## src/rtl/ps2_defs.sv

```systemverilog
// Shared character codes and state encoding for the PS/2 line buffer.
package ps2_defs;

    localparam logic [7:0] ASCII_BS        = 8'h08;
    localparam logic [7:0] ASCII_CR        = 8'h0D;
    localparam logic [7:0] ASCII_PRINT_MIN = 8'h20;
    localparam logic [7:0] ASCII_PRINT_MAX = 8'h7E;

    typedef enum logic {
        ST_COLLECT = 1'b0,
        ST_DRAIN   = 1'b1
    } state_t;

endpackage

```

## src/rtl/ascii_classify.sv

```systemverilog
// Sorts a decoded character into printable / backspace / carriage-return classes.
module ascii_classify
    import ps2_defs::*;
(
    input  logic [7:0] code,
    output logic       is_print,
    output logic       is_bs,
    output logic       is_cr
);

    assign is_print = (code >= ASCII_PRINT_MIN) && (code <= ASCII_PRINT_MAX);
    assign is_bs    = (code == ASCII_BS);
    assign is_cr    = (code == ASCII_CR);

endmodule

```

## src/rtl/ps2_line_buffer.sv

```systemverilog
// Collects decoded keystrokes into an editable line and streams it out on Enter.
module ps2_line_buffer
    import ps2_defs::*;
#(
    parameter int LINE_DEPTH = 32,
    parameter int ADDR_BITS  = 5
) (
    input  logic                 clk,
    input  logic                 reset,
    input  logic                 new_code,
    input  logic [7:0]           ascii_code,
    output logic                 out_valid,
    output logic [7:0]           out_data,
    output logic                 out_last,
    input  logic                 out_ready,
    output logic                 overflow,
    output logic                 dropped,
    output logic [ADDR_BITS:0]   line_len
);

    // The last slot is reserved for the terminator, so printable input stops one short.
    localparam logic [ADDR_BITS:0] PRINT_LIMIT = (ADDR_BITS+1)'(LINE_DEPTH - 1);

    state_t               state_q, state_d;
    logic [ADDR_BITS:0]   count_q, count_d;
    logic [ADDR_BITS-1:0] rd_ptr_q, rd_ptr_d;
    logic                 overflow_q, overflow_d;
    logic                 dropped_q, dropped_d;
    logic [7:0]           mem_q [LINE_DEPTH];

    logic                 wr_en;
    logic [7:0]           wr_data;
    logic                 is_print, is_bs, is_cr;
    logic [ADDR_BITS:0]   last_idx;
    logic                 handshake;

    ascii_classify u_classify (
        .code     (ascii_code),
        .is_print (is_print),
        .is_bs    (is_bs),
        .is_cr    (is_cr)
    );

    assign last_idx  = count_q - 1'b1;
    assign out_valid = (state_q == ST_DRAIN);
    assign out_data  = mem_q[rd_ptr_q];
    assign out_last  = out_valid && ({1'b0, rd_ptr_q} == last_idx);
    assign handshake = out_valid && out_ready;
    assign line_len  = (state_q == ST_DRAIN) ? last_idx : count_q;
    assign overflow  = overflow_q;
    assign dropped   = dropped_q;

    always_comb begin
        state_d    = state_q;
        count_d    = count_q;
        rd_ptr_d   = rd_ptr_q;
        overflow_d = 1'b0;
        dropped_d  = 1'b0;
        wr_en      = 1'b0;
        wr_data    = ascii_code;

        case (state_q)
            ST_COLLECT: begin
                if (new_code) begin
                    if (is_print) begin
                        if (count_q < PRINT_LIMIT) begin
                            wr_en   = 1'b1;
                            count_d = count_q + 1'b1;
                        end else begin
                            overflow_d = 1'b1;
                        end
                    end else if (is_bs) begin
                        if (count_q != '0) begin
                            count_d = count_q - 1'b1;
                        end
                    end else if (is_cr) begin
                        wr_en    = 1'b1;
                        wr_data  = ASCII_CR;
                        count_d  = count_q + 1'b1;
                        rd_ptr_d = '0;
                        state_d  = ST_DRAIN;
                    end
                end
            end
            ST_DRAIN: begin
                // Input during drain is never stored, even on the final handshake edge.
                if (new_code) begin
                    dropped_d = 1'b1;
                end
                if (handshake) begin
                    if (out_last) begin
                        count_d  = '0;
                        rd_ptr_d = '0;
                        state_d  = ST_COLLECT;
                    end else begin
                        rd_ptr_d = rd_ptr_q + 1'b1;
                    end
                end
            end
            default: begin
                state_d = ST_COLLECT;
            end
        endcase
    end

    always_ff @(posedge clk) begin
        if (!reset) begin
            state_q    <= ST_COLLECT;
            count_q    <= '0;
            rd_ptr_q   <= '0;
            overflow_q <= 1'b0;
            dropped_q  <= 1'b0;
        end else begin
            state_q    <= state_d;
            count_q    <= count_d;
            rd_ptr_q   <= rd_ptr_d;
            overflow_q <= overflow_d;
            dropped_q  <= dropped_d;
        end
    end

    // Storage contents are don't-care after reset, so the array carries no reset.
    always_ff @(posedge clk) begin
        if (wr_en) begin
            mem_q[count_q[ADDR_BITS-1:0]] <= wr_data;
        end
    end

endmodule

```

## config.mk

```make
export PLATFORM = sky130hd
export DESIGN_NAME = ps2_line_buffer
export DESIGN_NICKNAME = d
export VERILOG_FILES = /design/src/rtl/ps2_defs.sv /design/src/rtl/ascii_classify.sv /design/src/rtl/ps2_line_buffer.sv
export SDC_FILE = /design/constraint.sdc
export NUM_CORES = 1
export LEC_CHECK = 0
export BUFFER_PORTS_ARGS = -buffer_cell sky130_fd_sc_hd__buf_2
export CAP_MARGIN = 0
export CORE_MARGIN = 2
export CORE_UTILIZATION = 55
export CTS_CLUSTER_DIAMETER = 200
export DETAILED_ROUTE_END_ITERATION = 10
export GPL_TIMING_DRIVEN = 0
export PLACE_DENSITY = 0.72
export SLEW_MARGIN = 20
export SYNTH_ARGS = -nofsm -noshare
export SYNTH_HDL_FRONTEND = slang
export SYNTH_HIERARCHICAL = 1
export SYNTH_SLANG_ARGS = --single-unit
```

## constraint.sdc

```tcl
create_clock -name clk -period 2.5 [get_ports clk]
set_clock_uncertainty 0.05 [all_clocks]
set_input_delay 0 -clock clk [delete_from_list [all_inputs] [get_ports clk]]
set_output_delay 0 -clock clk [all_outputs]
set_load 0.01 [all_outputs]
```

## Yosys cells after proc, flatten, opt, wreduce, memory -nomap -nowiden

Memory sizes are Yosys's and may differ from the RTL's. A register that Yosys moved wholly into a read port is not among the register bits.
Index checks and enable logic that the tools add are counted.
Widths: inputs -> output; s select.

| word-level totals | value |
|---|---|
| register bits | 14 |
| bits in latches | 0 |
| RAM bits | 256 |
| memory bits (read-only) | 0 |
| output and inout port bits | 18 |
| word-level logic and storage cells | 75 |
| memories | 1 |

| operators by class | value |
|---|---|
| $add $sub $neg | 3 |
| $mul | 0 |
| divide/modulo/power cells | 0 |
| order comparisons | 3 |
| equal/unequal tests | 12 |
| shift operators | 0 |
| multiplexer cells | 39 |
| bitwise gates (word level) | 4 |
| reduce and logical (&&, ||, !) cells | 8 |

Memories:

| name | words | width | rd ports | clocked after Yosys merged registers in | wr ports | line | source |
|---|---|---|---|---|---|---|---|
| mem_q | 32 | 8 | 1 | 1 | 1 | ps2_line_buffer.sv:29 | `logic [7:0] mem_q [LINE_DEPTH];` |

Operators by type and width:

| cell | count |
|---|---|
| $mux 6 | 9 |
| $mux 5 | 8 |
| $mux 8 | 5 |
| $eq 8x4->1 const B | 2 |
| $mux 1 | 14 |
| $pmux 6 s2 | 1 |
| $ne 2x2->1 const B | 5 |
| $pmux 5 s2 | 1 |
| $ge 8x6->1 const B | 1 |
| $le 8x7->1 const B | 1 |
| $ne 4x4->1 const B | 2 |
| $add 6x1->6 const B | 1 |
| $eq 5x6->1 | 1 |
| $lt 6x5->1 const B | 1 |
| $reduce_and 6->1 | 1 |
| $reduce_bool 6->1 | 1 |
| $sub 6x1->6 const B | 1 |
| $add 5x1->5 const B | 1 |
| $reduce_and 5->1 | 1 |
| $not 1->1 | 4 |
| $reduce_or 4->1 | 1 |
| $logic_and 1x1->1 | 3 |
| $ne 3x3->1 const B | 1 |
| $ne 2x1->1 const B | 1 |
| 2 further kinds | 2 |

## Logic depth before layout (Yosys ltp)

Gate-level depths: netlist of the first run.

| depth | value |
|---|---|
| word-level depth | 8 |
| gate-level depth with buffers | 9 |
| mapped depth without buffers | 7 |

## Modules after synthesis

Netlist of the first run, hierarchy kept.

Modules (own cells, without submodules):

| module | times used | cells each | area each (um^2) | sequential area each (um^2) |
|---|---|---|---|---|
| ps2_line_buffer | 1 | 579 | 11188.2 | 8067.7 |
| ascii_classify | 1 | 8 | 62.6 | 0.0 |

## Least setup slack after synthesis of the first run

OpenSTA, ideal clock, no wires.

| path | value |
|---|---|
| kind | input -> register |
| start | input ascii_code[7] |
| end | memory mem_q[31][0], enable pin |
| library setup time | 0.383 ns |
| arrival | 2.352 ns |
| required time | 2.067 ns |
| slack | -0.285 ns |
| stages | 6 |
| path through | or4_4 > nor3b_1 > or3b_2 > or2_2 > clkbuf_1 > nor3_1 |

| on the way | value |
|---|---|
| word-level cells in the longest chain between the ends | 8 |
| elaborated cells between the ends (all ways) | 12 |
| classes of those cells | 2 x order compare; 2 x eq/ne; 7 x mux; 1 x reduce/logical |

RTL lines:

| item | line | source |
|---|---|---|
| from (decl) | ps2_line_buffer.sv:11 | `input logic [7:0] ascii_code,` |
| $eq 8x4->1 | ascii_classify.sv:13 | `assign is_cr = (code == ASCII_CR);` |
| via is_cr | ps2_line_buffer.sv:33 | `logic is_print, is_bs, is_cr;` |
| $mux 1 | ps2_line_buffer.sv:76 | `end else if (is_cr) begin` |
| $mux 1 | ps2_line_buffer.sv:72 | `end else if (is_bs) begin` |
| $mux 1 | ps2_line_buffer.sv:65 | `if (is_print) begin` |
| $mux 1 | ps2_line_buffer.sv:64 | `if (new_code) begin` |
| $mux 1 | ps2_line_buffer.sv:62 | `case (state_q)` |
| $mux 1 | ps2_line_buffer.sv:124 | `if (wr_en) begin` |
| $mux 1 (implied by the code) | ps2_line_buffer.sv:125 | `mem_q[count_q[ADDR_BITS-1:0]] <= wr_data;` |
| to (decl) | ps2_line_buffer.sv:29 |  |

The timed path passes the listed nets, and every way through them passes these cells.

==> flow_metrics.py, run 1 <==
metrics = {
    "placed_design": {
        "finalWeightedCongestion": 0.901,
        "io_buffers": 29,
        "placed_area_um2": 11800,
        "preCtsSetupSlack_ps": -900,
        "hpwl_um": 15300,
    },
    "flow_run": {
        "maxCapViolCount": 0,
    },
    "cells_and_area": {
        "drive_gt1_share_pct": 38.4,
        "final_common_cell": "edfxtp_1",
        "layout_common_cells": "256 x edfxtp_1, 80 x mux4_2, 32 x clkbuf_16",
        "nNetsFinal": 686,
        "diodes": 0,
        "final_area_um2": 13600,
        "areaGrowthSynthToFinish_pct": 20.8,
        "fill_cells": 1286,
    },
    "clock_tree": {
        "clk_pin_slew_ps": 60,
        "cts_buffers": 27,
        "clock-sinks": 275,
        "clock_path_buffers": 3,
        "htreeDepth": 1,
        "clock-root-buffer": "clkbuf_16",
        "clock_latency_ps": 530,
        "cts_tree": "done",
    },
    "pwr": {
        "pwr-share-seq_pct": 53.0,
        "power.internal_uw": 7630,
        "static-leakage-power_uw": 0.00427,
        "swShare_pct": 19.7,
        "p_clk_share_pct": 44.3,
        "vdd_ir_drop_max_mv": 0.465,
        "combPwrFrac_pct": 2.7,
        "powerDensity_nw_per_um2": 699,
        "netSwitchingPower_uw": 1870,
    },
    "yosys": {
        "synthesis.nets": 605,
        "synth_seq_cells": 275,
        "syn_avg_cell_area_um2": 19.2,
        "synth-edff-count": 256,
        "synth.cell_area_um2": 11300,
        "yosysTopAreaCell": "edfxtp_1",
        "yosysSeqAreaShare_pct": 71.7,
        "synth_flop_cell": "edfxtp_1",
        "ys_top_cells_by_area": "edfxtp_1 68%, mux4_2 16%, dfxtp_1 3.4%, nor2_1 1.3%, mux2_2 0.80%",
        "synth_top_cell_area_share_pct": 68.3,
        "yosysWarnings": 6,
        "synthArstFlopShare_pct": 0,
        "yosysUniqueCellTypes": 49,
        "synthCells": 587,
    },
    "route": {
        "totalWireLength_um": 25100,
        "post_drt_wl_per_cell_um": 26.2,
        "drt_pass1_iterations": 7,
        "dr_total_vias": 5950,
        "vias_per_cell": 6.21,
        "drcViolationCount": 0,
        "dr.first_iter.drc_count": 677,
        "detail-route-antenna-nets": 0,
    },
    "critical_path": {
        "path_class": "reg -> out",
        "startpoint_type": "flop",
        "worstPathCellList": "buf_12 > buf_12 > mux4_2 > mux4_2 > mux2_2 > buf_2",
        "worst-endpoint-arrival_ps": 2740,
        "cp.depth": 6,
        "cp_max_fo": 7,
        "r2r_cells": 8,
        "slowest_stage": "mux4_2",
        "cp_num_buf_inv": 3,
        "cp_data_required_time_ps": 2450,
        "max_stage_delay_ps": 550,
        "cp-end-kind": "primary output",
        "critPathTopFamily": "multiplexers",
    },
    "sta": {
        "finalHoldViolations": 0,
        "rsz0062_at_grt": "true",
        "max_freq_mhz": 358,
        "setup_slack_ps": -292,
        "tightest_slew_ps": 637,
        "maxSlewViolCount": 0,
        "setup_viol": 8,
        "fin_crit_ps": 2790,
        "period_share_pct": 112,
        "relSlewSlack_pct": 57.5,
    },
    "min_path": {
        "hold_class": "in -> reg",
        "hold_depth": 2,
    },
    "grt": {
        "grt_usage_pct": 23.2,
        "grt_max_degree": 33,
        "grt_pass1_wl_um": 36900,
        "grt_pass1_vias": 6049,
        "antenna_found_initial": 0,
        "grt_overflow_total": 0,
    },
    "floorplanning": {
        "initial_core_util_pct": 55.8,
        "design.die.area_um2": 21600,
        "io_pins": 30,
        "die_w_um": 147,
        "rows": 52,
        "coreArea_um2": 20200,
        "die_h_um": 147,
    },
    "status": {
        "outcome": "finished, violations left",
        "failed_checks": "negative setup slack",
    },
}
[cells in the mapped netlist, drive strengths merged (2+ instances only)]
master,instances
edfxtp,256
mux4,80
nor2,38
nand2,21
buf,19
dfxtp,19
clkbuf,15
nand3,11
nor3,11
a21oi,9
and2,9
mux2,8
nand2b,8
o21ai,7
ha,6
xnor2,6
xor2,6
inv,5
nand3b,5
a311oi,4
and3,4
or3,4
a31oi,3
and4,3
nor2b,3
o21a,3
a41oi,2
nor3b,2
o22ai,2
o31ai,2
or2,2
or3b,2
[final timing paths]
kind	startpoint	to	slack, ps
max	flop	out_data[7]	-290
min	ascii_code[1]	mem_q[29][1]$_DFFE_PP_	3
max reg2reg	count_q[0]$_SDFFE_PN0P_	count_q[2]$_SDFFE_PN0P_	150
min reg2reg	rd_ptr_q[3]$_SDFFE_PN0P_	rd_ptr_q[3]$_SDFFE_PN0P_	520
[worst register-to-register path, stage by stage, from the launching register on]
cell	delay [ps]
dfxtp_1	370
buf_4	200
inv_2	80
ha_2	210
nor2b_1	150
a311o_1	400
nor2_1	370
a21oi_1	130
a311oi_1	280
[repair_timing]
action	CTS	global route
setup buffers	4	9
hold buffers	6	1
endpoints found under the hold margin	42	1
gates resized for setup	122	22
cloned	1	5
setup endpoints to repair	458	286
pin swaps	5	8
[per-stage QoR]
stage	setup TNS (ps)	instances	hold slack [ps]	total power, µW	utilization (%)
6_report	-2230	958	2.85	9510	67.4
5_1_grt	-2570	958	22.1	9740	67.4
4_1_cts	-2240	944	3.79	9520	65.7
3_5_place_dp	-353080	886	205	5330	58.3
3_3_place_gp	-351770	886	195	5320	58.3
2_1_floorplan	-7160	587	51.1	5240	-
[kinds of logic after synthesis]
kind of cell	Yosys count	synth area share, %
buffers and inverters	39	1.61
AOI/OAI and AO/OA	40	2.40
muxes	88	16.8
and+or+nand+nor	127	5.86
DFF	275	71.7
adders and majority gates	6	0.667
xor gates and xnor gates	12	0.934
[power by group through the flow]
stage	Clock, µW	Combinational [µW]	Sequential [µW]
after floorplan	0	108	5140
after global placement	0	183	5140
after detailed placement	0	194	5140
after CTS	4250	225	5040
after global routing	4430	272	5040
final	4210	255	5040
[cell type report]
| cell class | instances | area, µm² | area share (%) |
|---|---|---|---|
| clock buffer | 29 | 683 | 5.03 |
| tap | 270 | 338 | 2.49 |
| inverter | 5 | 18.8 | 0.138 |
| buffer | 32 | 268 | 1.97 |
| clock inverter | 20 | 251 | 1.85 |
| sequential | 275 | 8070 | 59.4 |
| timing repair buffer | 54 | 569 | 4.19 |
| multi-input combinational | 273 | 3390 | 24.9 |
[registers in the layout, indices dropped and copies added (netlist names), named ones only]
name       count
count_q        6
dropped        1
mem_q        256
out_valid      1
overflow       1
rd_ptr_q       5
[routing by layer]
metal  GRT usage, %  part of all wire [%]
met1           32.8                    40
met4           6.73                   1.6
met2           38.0                    50
met3           4.16                   8.1
met5              0                     0
(Power assumes the default switching activity.)
==> run 2, diff against run 1 <==
--- a/config.mk
+++ b/config.mk
@@ -5,6 +5,7 @@
 export SDC_FILE = /design/constraint.sdc
 export NUM_CORES = 1
 export LEC_CHECK = 0
+export ABC_AREA = 1
 export BUFFER_PORTS_ARGS = -buffer_cell sky130_fd_sc_hd__buf_2
 export CAP_MARGIN = 0
 export CORE_MARGIN = 2
==> flow_metrics.py, run 2 <==
metrics = {
    "cells_and_area": {
        "drive_gt1_share_pct": 22.4,
        "multi_input_area_um2": 3360,
        "nNetsFinal": 1083,
        "areaGrowthSynthToFinish_pct": 22.6,
        "layout_common_cells": "256 x edfxtp_1, 154 x nor2_1, 109 x o21ai_0",
        "final_common_cell": "edfxtp_1",
        "regArea_um2": 8070,
        "largest_register_ffs": 256,
        "diodes": 0,
        "fill_cells": 1336,
        "final_area_um2": 14000,
    },
    "floorplanning": {
        "coreArea_um2": 20400,
        "initial_core_util_pct": 56.3,
        "io_pins": 30,
        "rows": 52,
        "die_h_um": 148,
        "die_w_um": 148,
        "design.die.area_um2": 22000,
    },
    "yosys": {
        "synth_seq_cells": 275,
        "synthMostInstantiatedCell": "edfxtp_1",
        "synthCells": 969,
        "yosysUniqueCellTypes": 36,
        "ys_top_cells_by_count": "256 x edfxtp_1, 190 x nor2_1, 112 x o21ai_0",
        "synthArstFlopShare_pct": 0,
        "synth-edff-count": 256,
        "yosysWarnings": 6,
        "yosysSeqAreaShare_pct": 70.4,
        "synthesis.nets": 987,
        "synth_flop_cell": "edfxtp_1",
        "yosysTopAreaCell": "edfxtp_1",
        "ys_top_cells_by_area": "edfxtp_1 67%, nor2_1 6.2%, o21ai_0 4.9%, o221ai_1 3.4%, dfxtp_1 3.3%",
        "synth_top_cell_area_share_pct": 67.1,
        "syn_avg_cell_area_um2": 11.8,
        "synth.cell_area_um2": 11500,
    },
    "route": {
        "vias_per_cell": 6.31,
        "dr_total_vias": 8567,
        "drcViolationCount": 0,
        "dr.first_iter.drc_count": 1116,
        "totalWireLength_um": 32700,
        "detail-route-antenna-nets": 0,
        "post_drt_wl_per_cell_um": 24.1,
        "drt_pass1_iterations": 5,
    },
    "grt": {
        "met3_usage_pct": 5.15,
        "busiest_layer": "met2",
        "use_met2_pct": 46.7,
        "grt_usage_pct": 29.1,
        "grt_pass1_wl_um": 47000,
        "antenna_found_initial": 0,
        "grt_overflow_total": 0,
        "grt_max_degree": 33,
        "grt_util_met1_pct": 39.4,
        "grt_pass1_vias": 7939,
    },
    "status": {
        "failed_checks": "negative setup slack",
        "outcome": "finished, violations left",
    },
    "clock_tree": {
        "clk_pin_slew_ps": 60,
        "clock_path_buffers": 3,
        "clock_latency_ps": 540,
        "cts_tree": "done",
        "clock-sinks": 275,
        "cts_buffers": 28,
        "clock-root-buffer": "clkbuf_16",
        "htreeDepth": 1,
    },
    "critical_path": {
        "worst-endpoint-arrival_ps": 2480,
        "r2r_cells": 10,
        "path_class": "reg -> out",
        "cp-end-kind": "primary output",
        "cp_data_required_time_ps": 2450,
        "startpoint_type": "flop",
        "crit_end": "out_data[0]",
        "r2r_end": "mem_q[30][7]$_DFFE_PP_",
        "cp_max_fo": 10,
        "regToRegSetupSlack_ps": 110,
        "r2r-start": "count_q[0]$_SDFFE_PN0P_",
    },
    "sta": {
        "fin_crit_ps": 2530,
        "max_freq_mhz": 395,
        "relSlewSlack_pct": 45.1,
        "setup_slack_ps": -31.1,
        "finalSetupTns_ps": -53.0,
        "finalHoldViolations": 0,
        "tightest_slew_ps": 822,
        "setup_viol": 2,
        "period_share_pct": 101,
        "maxSlewViolCount": 0,
    },
    "placed_design": {
        "placed_area_um2": 12000,
        "preCtsSetupSlack_ps": -264,
        "finalWeightedCongestion": 1.03,
        "hpwl_um": 20300,
        "io_buffers": 29,
    },
    "min_path": {
        "hold_class": "in -> reg",
    },
    "pwr": {
        "static-leakage-power_uw": 0.00481,
        "powerDensity_nw_per_um2": 710,
        "vdd_ir_drop_max_mv": 0.510,
    },
    "flow_run": {
        "maxCapViolCount": 0,
    },
}
## run 2: cell types whose count changed after synthesis, sizes merged, moves of 8 or more
cell and delta:
mux2 -8, nor2 +156, o22ai +13, clkbuf +15
o221ai +43, nand2 +70, a21oi +11, mux4 -80
o21ai +146, inv +36, nand2b -8, nand3 +34
## run 2: cells by family (layout without fill, tap and decap cells)
logic type | after synthesis | after routing | synth area share, %
compound gates | 234 | 234 | 11.9
simple gates | 349 | 349 | 12.9
fa+ha+maj | 6 | 6 | 0.655
mux | 1 | 1 | 0.0874
flops | 275 | 275 | 70.4
xor+xnor | 7 | 7 | 0.535
buf+inv | 97 | 215 | 3.53
## run 2: what timing repair did
item	in CTS	in global routing
gates resized for setup	91	81
hold buffers	9	0
endpoints found under the hold margin	145	0
buffers inserted	0	27
setup endpoints to repair	256	257
pin swaps	0	24
## run 2: report_power, final
part,switching (µW),internal [µW],total [µW]
Sequential,11.3,5040,5050
Combinational,436,195,631
Clock,1700,2590,4290
Total,2150,7820,9970
## run 2: final cells by class
cell class | instances | area share [%]
multi-input combinational | 597 | 23.9
tap | 270 | 2.41
clock inverter | 9 | 0.552
sequential | 275 | 57.5
inverter | 42 | 1.14
clock buffer | 43 | 6.42
timing repair buffer | 67 | 5.20
buffer | 54 | 2.84
## run 2: critical path, stage by stage (launching register included)
cell and delay, ps:
dfxtp_1 300, buf_4 170, inv_4 90, buf_8 160, buf_4 220, o21ai_1 80
o221ai_1 280, nand3_1 150, nand3_1 180, and2_1 170, buf_2 130
## run 2: routing by layer
layer	routed length, µm	vias up
met5	0	-
met4	1500	0
met3	3550	128
met2	15800	622
met1	11800	4103
li1	-	3714
## run 2: how the worst min path moves through the flow
stage	start	end	slack, ps	cells after the start
global placement	new_code	overflow$_SDFF_PP0_	270	3
global route	ascii_code[0]	count_q[0]$_SDFFE_PN0P_	210	9
detailed placement	new_code	overflow$_SDFF_PP0_	270	3
CTS	ascii_code[0]	count_q[0]$_SDFFE_PN0P_	160	9
floorplan	reset	flop	130	2
finish	ascii_code[0]	count_q[0]$_SDFFE_PN0P_	150	9
## run 2: stage by stage
step | utilization [%] | instances | hold slack [ps] | total power [µW]
floorplan | - | 969 | 125 | 5470
global placement | 58.6 | 1268 | 265 | 5670
detailed placement | 59.0 | 1270 | 271 | 5690
CTS | 65.4 | 1330 | 160 | 9920
global route | 69.0 | 1357 | 205 | 10200
finish | 69.0 | 1357 | 154 | 9970
==> run 3, diff against run 2 <==
--- a/config.mk
+++ b/config.mk
@@ -13,7 +13,7 @@
 export CTS_CLUSTER_DIAMETER = 200
 export DETAILED_ROUTE_END_ITERATION = 10
 export GPL_TIMING_DRIVEN = 0
-export PLACE_DENSITY = 0.72
+export PLACE_DENSITY = 0.7
 export SLEW_MARGIN = 20
 export SYNTH_ARGS = -nofsm -noshare
 export SYNTH_HDL_FRONTEND = slang
==> constraint.sdc (replaced) <==
create_clock -name clk -period 2.97 [get_ports clk]
set_clock_uncertainty 0.05 [all_clocks]
set_input_delay 0 -clock clk [delete_from_list [all_inputs] [get_ports clk]]
set_output_delay 0 -clock clk [all_outputs]
set_load 0.01 [all_outputs]
==> flow_metrics.py, run 3 (synthesized netlist as in run 2, its figures left out) <==
metrics = {
    "sta": {
        "relSlewSlack_pct": 38.3,
        "whs_ps": 177,
        "rsz0062_at_grt": "false",
        "setup_viol": 0,
        "period_share_pct": 98.8,
        "finalSetupTns_ps": 0,
        "fin_crit_ps": 2940,
        "finalHoldViolations": 0,
        "max_freq_mhz": 341,
        "maxSlewViolCount": 0,
        "tightest_slew_ps": 922,
    },
    "route": {
        "drcViolationCount": 0,
        "highest_layer": "met4",
        "totalWireLength_um": 31300,
        "dr.first_iter.drc_count": 1084,
        "dr_wl_met3_um": 3310,
        "post_drt_wl_per_cell_um": 23.6,
        "wl_met1_um": 11800,
        "met2WireLength_um": 15000,
        "vias_per_cell": 6.16,
        "detail-route-antenna-nets": 0,
        "drt_pass1_iterations": 5,
        "dr_total_vias": 8190,
    },
    "grt": {
        "grt_max_degree": 33,
        "grt_usage_pct": 29.2,
        "grt_pass1_vias": 7861,
        "grt_overflow_total": 0,
        "grt_pass1_wl_um": 47300,
        "antenna_found_initial": 0,
    },
    "cells_and_area": {
        "layout_common_cells": "256 x edfxtp_1, 181 x nor2_1, 112 x o21ai_0",
        "drive_gt1_share_pct": 13.1,
        "nNetsFinal": 1056,
        "regArea_um2": 8070,
        "areaGrowthSynthToFinish_pct": 14.1,
        "final_area_um2": 13100,
        "multi_input_area_um2": 3040,
        "diodes": 0,
        "final_common_cell": "edfxtp_1",
        "fill_cells": 1528,
        "fin_util_pct": 64.2,
        "largest_register_ffs": 256,
    },
    "clock_tree": {
        "clk_pin_slew_ps": 60,
        "clock_path_buffers": 3,
        "htreeDepth": 1,
        "cts_tree": "done",
        "clock-root-buffer": "clkbuf_16",
        "cts_buffers": 28,
        "clock-sinks": 275,
        "clock_latency_ps": 540,
        "post_cts_buffers": 0,
    },
    "critical_path": {
        "startpoint_type": "flop",
        "cp_max_fo": 10,
        "max_stage_delay_ps": 600,
        "worst-endpoint-arrival_ps": 2890,
        "path_class": "reg -> out",
        "r2r-start": "count_q[0]$_SDFFE_PN0P_",
        "worstPathCellList": "clkbuf_1 > inv_1 > clkbuf_1 > o221ai_1 > nand3_1 > o21ai_1 > nand2_1 > nand2_1 > buf_2",
        "cp_num_buf_inv": 4,
        "r2r_end": "mem_q[13][5]$_DFFE_PP_",
        "cp_data_required_time_ps": 2920,
        "r2r_cells": 10,
        "critPathTopFamily": "buffers and inverters",
        "cp-end-kind": "primary output",
        "slowest_stage": "clkbuf_1",
        "crit_end": "out_data[2]",
        "cp.depth": 9,
        "regToRegSetupSlack_ps": 110,
    },
    "min_path": {
        "hold_class": "in -> reg",
    },
    "pwr": {
        "vdd_ir_drop_max_mv": 0.458,
        "static-leakage-power_uw": 0.00448,
        "power_uw": 8370,
        "powerDensity_nw_per_um2": 640,
    },
    "floorplanning": {
        "die_w_um": 148,
        "coreArea_um2": 20400,
        "design.die.area_um2": 22000,
        "die_h_um": 148,
        "initial_core_util_pct": 56.3,
        "io_pins": 30,
        "rows": 52,
    },
    "flow_run": {
        "maxCapViolCount": 0,
    },
    "placed_design": {
        "io_buffers": 29,
        "hpwl_um": 20400,
        "placed_area_um2": 12000,
        "finalWeightedCongestion": 0.969,
    },
    "status": {
        "outcome": "finished clean",
    },
}
run 3: area by class of cell:
cell class	instances	share of cell area, %
Timing Repair Buffer	39	2.01
Multi-Input combinational cell	597	23.2
Sequential cell	275	61.7
Tap cell	270	2.58
Buffer	55	1.95
Clock buffer	33	5.66
Inverter	42	1.21
Clock inverter	19	1.66
run 3: through the flow:
stage          setup WS, ps  cells
2_1_floorplan           925    969
3_3_place_gp           -428   1268
3_5_place_dp            148   1269
4_1_cts                48.3   1330
5_1_grt                2.16   1330
6_report               34.5   1330
run 3: how the worst min path moves through the flow:
| stage | start | to | depth (start not counted) |
|---|---|---|---|
| final | ascii_code[0] | count_q[0]$_SDFFE_PN0P_ | 9 |
| after global routing | ascii_code[0] | count_q[3]$_SDFFE_PN0P_ | 8 |
| after CTS | ascii_code[0] | count_q[0]$_SDFFE_PN0P_ | 9 |
| after detailed placement | new_code | overflow$_SDFF_PP0_ | 3 |
| after global placement | new_code | overflow$_SDFF_PP0_ | 3 |
| after floorplan | reset | flop | 2 |
run 3: worst reg2reg max path, stage by stage, from the launching register on:
cell and delay [ps]:
dfxtp_1 390, ha_1 260, nand2_1 110, inv_2 50, nand2_2 70, nand2_1 70
nand2_2 100, nand3_1 140, inv_2 120, nand2_1 300, nor2_1 820
run 3: power by group:
part | leakage (µW) | internal [µW] | switching, µW | total (µW)
clock network | 0.000465 | 2210 | 1440 | 3650
registers | 0.00246 | 4240 | 8.89 | 4250
logic | 0.00156 | 133 | 341 | 473
run 3: layer usage:
layer / GRT usage [%] / vias up
met1: 39.1 / 3929
li1: - / 3658
met3: 5.77 / 93
met4: 12.0 / 0
met2: 47.3 / 510
met5: 0 / -
run 3: repair_timing:
item | 4_1_cts | 5_1_grt
setup endpoints to repair | 4 | 28
gates resized for setup | 1 | 17
hold buffers | 9 | 0
pin swaps | 0 | 0
hold endpoints to repair | 163 | 0
cloned | 0 | 0
